$ cat src/rtl/lcd_pkg.sv
// Shared constants and FSM encoding for the LCD panel timing receiver and generator.
package lcd_pkg;

  localparam int COLS_DEFAULT = 240;
  localparam int ROWS_DEFAULT = 32;
  localparam int COL_W = 8;
  localparam int ROW_W = 5;
  localparam int MCNT_W = 4;

  typedef enum logic [1:0] {
    HUNT = 2'd0,
    SYNC = 2'd1,
    LOCK = 2'd2
  } lcd_state_e;

endpackage

$ cat src/rtl/lcd_sync_edge.sv
// Two-flop synchronizer for one asynchronous panel line, with single-cycle edge strobes.
module lcd_sync_edge (
  input  logic clk,
  input  logic rst,
  input  logic async_i,
  output logic sync_o,
  output logic rise_o,
  output logic fall_o
);

  logic meta_q;
  logic sync_q;
  logic prev_q;

  always_ff @(posedge clk) begin
    if (rst) begin
      meta_q <= 1'b0;
      sync_q <= 1'b0;
      prev_q <= 1'b0;
    end else begin
      meta_q <= async_i;
      sync_q <= meta_q;
      prev_q <= sync_q;
    end
  end

  assign sync_o = sync_q;
  assign rise_o = sync_q & ~prev_q;
  assign fall_o = ~sync_q & prev_q;

endmodule

$ cat src/rtl/lcd_timing_rx.sv
// Receives a raw STN panel interface (CL2/CL1/FLM/M/D), counts columns and rows, and tracks lock.
module lcd_timing_rx
  import lcd_pkg::*;
#(
  parameter int COLS         = COLS_DEFAULT,
  parameter int ROWS         = ROWS_DEFAULT,
  parameter int M_MAX_FRAMES = 2
) (
  input  logic             clk,
  input  logic             rst,
  input  logic             cl2,
  input  logic             cl1,
  input  logic             flm,
  input  logic             m,
  input  logic [3:0]       d,
  output logic             pix_valid,
  output logic [3:0]       pix_data,
  output logic [COL_W-1:0] pix_col,
  output logic [ROW_W-1:0] pix_row,
  output logic             line_done,
  output logic             frame_start,
  output logic             locked,
  output logic             err_col,
  output logic             err_row,
  output logic             err_m,
  output logic [COL_W-1:0] last_cols
);

  localparam logic [COL_W-1:0] COLS_C   = COL_W'(COLS);
  localparam logic [ROW_W-1:0] ROW_LAST = ROW_W'(ROWS - 1);

  logic cl2Sync, cl2Rise, cl2Fall;
  logic cl1Sync, cl1Rise, cl1Fall;
  logic flmSync, flmRise, flmFall;
  logic mSync, mRise, mFall;
  logic unused_edges;

  lcd_sync_edge uCl2 (.clk(clk), .rst(rst), .async_i(cl2), .sync_o(cl2Sync), .rise_o(cl2Rise), .fall_o(cl2Fall));
  lcd_sync_edge uCl1 (.clk(clk), .rst(rst), .async_i(cl1), .sync_o(cl1Sync), .rise_o(cl1Rise), .fall_o(cl1Fall));
  lcd_sync_edge uFlm (.clk(clk), .rst(rst), .async_i(flm), .sync_o(flmSync), .rise_o(flmRise), .fall_o(flmFall));
  lcd_sync_edge uM   (.clk(clk), .rst(rst), .async_i(m),   .sync_o(mSync),   .rise_o(mRise),   .fall_o(mFall));

  assign unused_edges = ^{cl2Sync, cl2Rise, cl1Sync, cl1Rise, flmRise, flmFall, mSync};

  logic [3:0]        dMeta_q, dSync_q;
  logic [COL_W-1:0]  col_q, col_d, colEnd;
  logic [ROW_W-1:0]  row_q, row_d;
  logic [COL_W-1:0]  lastCols_q, lastCols_d;
  logic              pixValid_q, pixValid_d;
  logic [3:0]        pixData_q, pixData_d;
  logic [COL_W-1:0]  pixCol_q, pixCol_d;
  logic [ROW_W-1:0]  pixRow_q, pixRow_d;
  logic              lineDone_q, lineDone_d;
  logic              frameStart_q, frameStart_d;
  logic              errCol_q, errCol_d;
  logic              errRow_q, errRow_d;
  logic              errM_q, errM_d;
  logic              seenFrame_q, seenFrame_d;
  logic [MCNT_W-1:0] mCnt_q, mCnt_d, mBase;
  logic              errColEv, errRowEv, errEv, frameEv, active, mEdge;
  lcd_state_e        state_q;
  logic              frameErr_q;
  logic              locked_q;

  // Pixel is counted before the line end so a coincident CL2/CL1 belongs to the ending line.
  // Error checks wait for the first FLM so a line cut by reset is not judged.
  always_comb begin
    col_d        = col_q;
    row_d        = row_q;
    lastCols_d   = lastCols_q;
    pixValid_d   = 1'b0;
    pixData_d    = pixData_q;
    pixCol_d     = pixCol_q;
    pixRow_d     = pixRow_q;
    lineDone_d   = 1'b0;
    frameStart_d = 1'b0;
    seenFrame_d  = seenFrame_q;
    colEnd       = col_q;
    errColEv     = 1'b0;
    errRowEv     = 1'b0;
    frameEv      = 1'b0;
    active       = (state_q != HUNT);
    mEdge        = mRise | mFall;

    if (cl2Fall) begin
      if (col_q == COLS_C) begin
        errColEv = seenFrame_q;
      end else begin
        pixValid_d = active;
        pixData_d  = dSync_q;
        pixCol_d   = col_q;
        pixRow_d   = row_q;
        colEnd     = col_q + COL_W'(1);
      end
    end
    col_d = colEnd;

    if (cl1Fall) begin
      lastCols_d = colEnd;
      col_d      = '0;
      lineDone_d = active;
      if (colEnd != COLS_C && seenFrame_q) errColEv = 1'b1;
      if (flmSync) begin
        frameEv      = 1'b1;
        row_d        = '0;
        frameStart_d = active;
        seenFrame_d  = 1'b1;
        if (seenFrame_q && row_q != ROW_LAST) errRowEv = 1'b1;
      end else if (row_q == ROW_LAST) begin
        row_d    = '0;
        errRowEv = seenFrame_q;
      end else begin
        row_d = row_q + ROW_W'(1);
      end
    end

    errEv    = errColEv | errRowEv;
    errCol_d = errCol_q | errColEv;
    errRow_d = errRow_q | errRowEv;

    mBase  = mEdge ? '0 : mCnt_q;
    mCnt_d = mBase;
    errM_d = errM_q;
    if (frameEv) begin
      if (mBase != '1) mCnt_d = mBase + MCNT_W'(1);
      if (int'(mBase) + 1 > M_MAX_FRAMES) errM_d = 1'b1;
    end
  end

  always_ff @(posedge clk) begin
    if (rst) begin
      dMeta_q      <= '0;
      dSync_q      <= '0;
      col_q        <= '0;
      row_q        <= '0;
      lastCols_q   <= '0;
      pixValid_q   <= 1'b0;
      pixData_q    <= '0;
      pixCol_q     <= '0;
      pixRow_q     <= '0;
      lineDone_q   <= 1'b0;
      frameStart_q <= 1'b0;
      errCol_q     <= 1'b0;
      errRow_q     <= 1'b0;
      errM_q       <= 1'b0;
      seenFrame_q  <= 1'b0;
      mCnt_q       <= '0;
    end else begin
      dMeta_q      <= d;
      dSync_q      <= dMeta_q;
      col_q        <= col_d;
      row_q        <= row_d;
      lastCols_q   <= lastCols_d;
      pixValid_q   <= pixValid_d;
      pixData_q    <= pixData_d;
      pixCol_q     <= pixCol_d;
      pixRow_q     <= pixRow_d;
      lineDone_q   <= lineDone_d;
      frameStart_q <= frameStart_d;
      errCol_q     <= errCol_d;
      errRow_q     <= errRow_d;
      errM_q       <= errM_d;
      seenFrame_q  <= seenFrame_d;
      mCnt_q       <= mCnt_d;
    end
  end

  // A frame in SYNC only earns LOCK if it closes without any column or row error.
  always_ff @(posedge clk) begin
    if (rst) begin
      state_q    <= HUNT;
      frameErr_q <= 1'b0;
      locked_q   <= 1'b0;
    end else begin
      case (state_q)
        HUNT: begin
          locked_q <= 1'b0;
          if (frameEv) begin
            state_q    <= SYNC;
            frameErr_q <= 1'b0;
          end
        end
        SYNC: begin
          if (frameEv) begin
            state_q    <= (frameErr_q || errEv) ? HUNT : LOCK;
            locked_q   <= !(frameErr_q || errEv);
            frameErr_q <= 1'b0;
          end else if (errEv) begin
            frameErr_q <= 1'b1;
          end
        end
        LOCK: begin
          if (errEv) begin
            state_q  <= HUNT;
            locked_q <= 1'b0;
          end
        end
        default: begin
          state_q  <= HUNT;
          locked_q <= 1'b0;
        end
      endcase
    end
  end

  assign pix_valid   = pixValid_q;
  assign pix_data    = pixData_q;
  assign pix_col     = pixCol_q;
  assign pix_row     = pixRow_q;
  assign line_done   = lineDone_q;
  assign frame_start = frameStart_q;
  assign locked      = locked_q;
  assign err_col     = errCol_q;
  assign err_row     = errRow_q;
  assign err_m       = errM_q;
  assign last_cols   = lastCols_q;

endmodule

$ cat config.mk
export PLATFORM = sky130hd
export DESIGN_NAME = lcd_timing_rx
export DESIGN_NICKNAME = d
export VERILOG_FILES = /design/src/rtl/lcd_pkg.sv /design/src/rtl/lcd_sync_edge.sv /design/src/rtl/lcd_timing_rx.sv
export SDC_FILE = /design/constraint.sdc
export NUM_CORES = 1
export LEC_CHECK = 0
export CAP_MARGIN = 0
export CORE_ASPECT_RATIO = 1.25
export CORE_MARGIN = 4
export CORE_UTILIZATION = 40
export DETAILED_ROUTE_END_ITERATION = 10
export GPL_ROUTABILITY_DRIVEN = 0
export GPL_TIMING_DRIVEN = 0
export SLEW_MARGIN = 20
export SYNTH_ARGS = -nofsm -noshare
export SYNTH_HDL_FRONTEND = slang
export SYNTH_SLANG_ARGS = --single-unit
$ cat constraint.sdc
create_clock -name clk -period 1.9 [get_ports clk]
set_clock_uncertainty 0.05 [all_clocks]
set_input_delay 0.285 -clock clk [delete_from_list [all_inputs] [get_ports clk]]
set_output_delay 0.285 -clock clk [all_outputs]
set_load 0.01 [all_outputs]
# [Yosys cells after proc, flatten, opt, wreduce, memory -nomap -nowiden]
# Index checks and enable logic that the tools add are counted.
[totals] reg_bits=72 latch_bits=0 ramBits=0 mem_bits_ro=0 in_bits=10 output_inout_bits=32 wordCells=108 memories=0
[classes] add_sub_neg=4 multipliers=0 n_div=0 magnitude_cmp=1 eq_ne=11 shift=0 muxes=29 bitwise_logic=16 reduce_logical=17
[ops] operator="8-bit 2-to-1 mux" count=2
[ops] operator="1-bit 2-to-1 mux" count=15
[ops] operator="4-bit 2-to-1 mux" count=3
[ops] operator="5-bit 2-to-1 mux" count=2
[ops] operator="8-bit by 1-bit adder with 8-bit output (second input constant)" count=1
[ops] operator="8-bit == test (second input constant)" count=1
[ops] operator="2-bit 2-to-1 mux" count=4
[ops] operator="8-bit != test (second input constant)" count=1
[ops] operator="1-bit inverter" count=8
[ops] operator="2-bit AND reduction" count=4
[ops] operator="2-bit != test (second input constant)" count=3
[ops] operator="2-bit case mux with 3 select lines" count=1
[ops] operator="3-bit AND reduction" count=2
[ops] operator="3-bit OR reduction" count=2
[ops] operator="4-bit by 1-bit adder with 5-bit output (second input constant)" count=1
[ops] operator="5-bit by 1-bit adder with 5-bit output (second input constant)" count=1
[ops] operator="5-bit == test (second input constant)" count=1
[ops] operator="5-bit by 2-bit > comparator with 1-bit output (second input constant)" count=1
[ops] operator="5-bit != test (second input constant)" count=1
[ops] operator="4-bit by 1-bit adder with 4-bit output (second input constant)" count=1
[ops] operator="1-bit AND" count=4
[ops] operator="4-bit != test (second input constant)" count=1
[ops] operator="1-bit OR" count=4
[ops] operator="1-bit case mux with 2 select lines" count=2
[ops] operator="other kinds (9)" count=12

# [Depth between registers and ports, before layout]
[depth] ltp_word=12 ltp_mapped=9 depth_no_buf=8

# [Hierarchy]
# From an unflattened synthesis, not the netlist that was laid out.
[unflattened] cells_unflattened=298 hier_area_um2=2850.2
[by_module_without_submodules] mod="lcd_timing_rx" instances=1 cells_per_inst=266 area_per_inst_um2=2484.9 seq_area_each_um2=1221.2
[by_module_without_submodules] mod="lcd_sync_edge" instances=4 cells_per_inst=8 area_per_inst_um2=91.3 seq_area_each_um2=60.1

# [Least setup slack after synthesis]
# No wires, ideal clock.
[synth_timing] path_type="register to register" startpoint="register col_q[0]" endpoint="register frameErr_q" setup_ns=0.117 arrival_ns=1.662 t_required_ns=1.733 path_slack_ns=0.070 stages_incl_launch_ff=8 n_path_buf=0 period_less_slack_ns=1.830 path_cell_list="dfxtp_1 > inv_1 > ha_1 > nor4_1 > o311ai_1 > a211oi_2 > nand2_2 > a32o_1"
[synth_via] elab_chain_len=10 word_cells_on_any_way=13 cone_classes="1 x add/sub; 3 x eq/ne; 6 x mux; 1 x bitwise; 2 x reduce/logical"
[synth_lines] item="start, declared" line_no="lcd_timing_rx.sv:46" source="logic [COL_W-1:0] col_q, col_d, colEnd;"
[synth_lines] item="start signal, assigned" line_no="lcd_timing_rx.sv:151" source="col_q <= col_d;"
[synth_lines] item="8-bit by 1-bit adder with 8-bit output or 8-bit == test (tied branches)" line_no="lcd_timing_rx.sv:93, lcd_timing_rx.sv:86"
[synth_lines] item="8-bit 2-to-1 mux" line_no="lcd_timing_rx.sv:86" source="if (col_q == COLS_C) begin"
[synth_lines] item="8-bit 2-to-1 mux" line_no="lcd_timing_rx.sv:85" source="if (cl2Fall) begin"
[synth_lines] item="8-bit != test" line_no="lcd_timing_rx.sv:102" source="if (colEnd != COLS_C && seenFrame_q) errColEv = 1'b1;"
[synth_lines] item="1-bit logical AND" line_no="lcd_timing_rx.sv:102"
[synth_lines] item="1-bit 2-to-1 mux" line_no="lcd_timing_rx.sv:102"
[synth_lines] item="1-bit 2-to-1 mux *" line_no="lcd_timing_rx.sv:98" source="if (cl1Fall) begin"
[synth_lines] item="1-bit OR *" line_no="lcd_timing_rx.sv:117" source="errEv = errColEv | errRowEv;"
[synth_lines] item="3-bit != test (no source line) *"
[synth_lines] item="3-bit AND reduction (no source line) *"
[synth_lines] item="end signal, assigned" line_no="lcd_timing_rx.sv:172" source="frameErr_q <= 1'b0;"
[synth_lines] item="end signal, assigned" line_no="lcd_timing_rx.sv:180" source="frameErr_q <= 1'b0;"
[synth_lines] item="end signal, assigned" line_no="lcd_timing_rx.sv:187" source="frameErr_q <= 1'b0;"
[synth_lines] item="end, declared" line_no="lcd_timing_rx.sv:62" source="logic frameErr_q;"
# Every way passes the cells marked *; elsewhere a longest branch is shown, timed or not.
# A chain may end at the register's enable or synchronous reset.

# [Worst setup path in the final report]
# Ends and elaborated chain as after synthesis.

==> impl_metrics.csv <==
group,metric,value,unit
worst_setup_path,crit_path_end,"frameErr_q$_SDFFE_PP0P_",
worst_setup_path,cp.depth,7,
layout,final_cell_area,0.00374,mm²
clocking,clock-root-buffer,"clkbuf_8",
clocking,cts_tree,"yes",
yosys,synth-edff-count,0,
worst_setup_path,crit_family,"compound AO/OA/AOI/OAI gates",
worst_setup_path,reg2reg_slack,8,ps
worst_setup_path,crit_buf_inv,1,
global_route,track_usage,14.8,%
yosys,yosys.cell_count.top_type,"dfxtp_1",
global_route,grt_max_degree,12,
power_and_ir_drop,ir_drop,0.000501,V
worst_setup_path,crit_chain,"inv_4, ha_4, nor4_2, o311ai_2, a211oi_2, nand2_2, a32o_1",
global_route,grt_pass1_wl,10000,µm
yosys,ys_types,47,
timing,worst_pin_slew,600,ps
layout,drive_gt1_share,15.3,%
placed_design,post-place-cells,434,
drt,wl_per_cell,13.0,µm
timing,maxSlewHeadroom,60.0,%
worst_setup_path,startpoint,"col_q[0]$_SDFF_PP0_",
worst_setup_path,cp.arrival,2080,ps
placed_design,dpl_cell_area,0.00338,mm²
worst_setup_path,rr_worst_depth,7,
drt,postRouteAntennaNets,0,
drt,vias_per_cell,5.02,
yosys,synth_seq_cells,72,
die,ioPinCount,42,
layout,final_cells,456,
worst_setup_path,startpoint_type,"flop",
worst_setup_path,path_class,"reg -> reg",
layout,n_antenna_cell,0,
power_and_ir_drop,totalPowerFinal,2.89,mW
min_path,hold_class,"in -> reg",
yosys,synth_top_cell_area_share,50.3,%
yosys,yosysSeqAreaShare,50.3,%
placed_design,dp_hpwl,4280,µm
worst_setup_path,required,2080,ps
worst_setup_path,rr_startpoint,"col_q[0]$_SDFF_PP0_",
timing,drv_slew,0,
clocking,clk_latency,340,ps
placed_design,portBuffers,40,
power_and_ir_drop,power.density,772,mW/mm²
timing,period_needed,1890,ps
die,fp.dieW,83.7,µm
timing,finalSetupViolCount,0,
die,coreArea,0.00698,mm²
job,maxCapViolCount,0,
yosys,yosysWarnings,0,
yosys,synth_nets,320,
layout,post-route-util,53.6,%
timing,min_period_over_period,99.6,%
yosys,synth_area_leaders,"dfxtp_1 (50%), nor2_1 (6.7%), nor2b_1 (5.0%)",
outcome,status,"complete, no violations",
clocking,htreeDepth,3,
yosys,synth_top_cell_by_area,"dfxtp_1",
yosys,syn_area_per_cell,9.43,µm²
timing,hold_viol,0,
global_route,antenna_found_initial,0,
timing,rsz0062_at_grt,"yes",
layout,synthToLayoutAreaGrowth,30.5,%
yosys,synth_cells,304,
die,fp-row-count,34,
timing,clock.fmax,529,MHz
worst_setup_path,regToRegEndpoint,"frameErr_q$_SDFFE_PP0P_",
drt,vias,2287,
global_route,grt.overflow.total,0,
drt,wl,5920,µm
worst_setup_path,critPathMaxStageDelay,380,ps
timing,whs,387,ps
yosys,async_reset_ff_share,0,%
worst_setup_path,end_kind,"flop",
clocking,cts.sink_count,72,
worst_setup_path,crit_fanout,3,
drt,drc_errors,0,
die,start_util,41.1,%
power_and_ir_drop,leakage,1.42,nW
die,die-area,0.00859,mm²
global_route,grt_pass1_vias,2119,
drt,drtIter0Drc,162,
layout,nNetsFinal,377,
die,die_y,103,µm
clocking,path_clk_slew,70,ps
yosys,synth-main-ff-cell,"dfxtp_1",
yosys,ys_top_cells_by_count,"dfxtp_1 (72), nor2_1 (51), nor2b_1 (23), nand2_1 (15)",
clocking,cts_buffers,9,
clocking,cts_hold_buf,0,
drt,drt-pass1-iter-count,4,
clocking,cts_buffer_depth,2,
layout,fill_cells,670,
worst_setup_path,slowest_stage,"dfxtp_4",
min_path,hold_start,"rst",
yosys,syn_area,0.00287,mm²
[how the worst min path moves through the flow]
| stage | slack (ps) | end | cells past startpoint |
|---|---|---|---|
| detailed placement | 380 | dSync_q[1]$_SDFF_PP0_ | 1 |
| global placement | 370 | dSync_q[2]$_SDFF_PP0_ | 1 |
| floorplan | 360 | dMeta_q[0]$_SDFF_PP0_ | 1 |
| global route | 410 | uM.sync_o$_SDFF_PP0_ | 1 |
| finish | 390 | frameErr_q$_SDFFE_PP0P_ | 3 |
| CTS | 390 | frameErr_q$_SDFFE_PP0P_ | 3 |
[worst reg2reg max path: stages, from the launching register on]
cell and delay [ps]:
dfxtp_4 380, inv_4 50, ha_4 240, nor4_2 240
o311ai_2 140, a211oi_2 310, nand2_2 130, a32o_1 250
[area by class of cell]
class	count	area [µm²]	share of cell area [%]
clock inverter	3	40.0	1.07
clock buffer	13	159	4.25
sequential	72	1450	38.8
tap	90	113	3.01
timing repair buffer	46	445	11.9
multi-input combinational	207	1400	37.5
inverter	5	23.8	0.636
buffer	20	105	2.81
[cell usage in the layout, fill, tap and decap left out, types with 3 or more instances in the layout]
cell type and instances:
xnor2_1 7, xor2_1 3, nand3b_1 3, nand2b_1 3, a211oi_1 11, clkbuf_8 11, nand2_2 3, or3_1 4
nand3_1 6, nand2_1 14, nor3_1 4, a21oi_1 14, nor2_1 51, clkbuf_1 14, dfxtp_1 68, inv_1 3
mux2i_1 14, buf_4 9, nor2b_1 23, clkdlybuf4s50_1 40, o21ai_0 3
[cell families after synthesis]
family / after synthesis / share of synthesized area, %
AOI/OAI and AO/OA: 46 / 11.5
DFF: 72 / 50.3
xor gates and xnor gates: 11 / 3.36
muxes: 15 / 5.28
buffers and inverters: 25 / 4.02
and+or+nand+nor: 129 / 23.0
adders and majority gates: 6 / 2.62
[metrics by stage]
stage               TNS (ps)  setup WS (ps)
global route           -1130           -111
global placement       -1640           -142
finish                     0           8.14
floorplan                  0           70.2
CTS                     -193          -27.0
detailed placement     -1940           -179
[where the power goes]
| part | leakage (nW) | internal, mW | switching [mW] |
|---|---|---|---|
| Sequential | 0.587 | 1.53 | 0.0129 |
| Combinational | 0.727 | 0.0671 | 0.0703 |
| Clock | 0.103 | 0.675 | 0.528 |
[registers in the layout, summed over array words and instances (netlist names), 2 cells and up]
| register | count |
|---|---|
| state_q | 2 |
| pix_row | 5 |
| pix_data | 4 |
| mCnt_q | 4 |
| row_q | 5 |
| col_q | 8 |
| pix_col | 8 |
| last_cols | 8 |
| dSync_q | 4 |
| dMeta_q | 4 |
[per-layer routing]
| layer | vias to the layer above | global-route usage [%] | part of all wire [%] |
|---|---|---|---|
| met2 | 58 | 23.5 | 46 |
| met3 | 9 | 4.16 | 6.3 |
| met5 | - | 0 | 0 |
| li1 | 1149 | - | - |
| met4 | 0 | 6.19 | 1.6 |
| met1 | 1071 | 19.0 | 46 |
[what timing repair did]
| item | 4_1_cts | 5_1_grt |
|---|---|---|
| setup buffers | 4 | 2 |
| resized for setup | 17 | 16 |
| pin swaps | 6 | 4 |
| endpoints found under the setup margin | 23 | 26 |
Power figures use the tool's default switching activity.
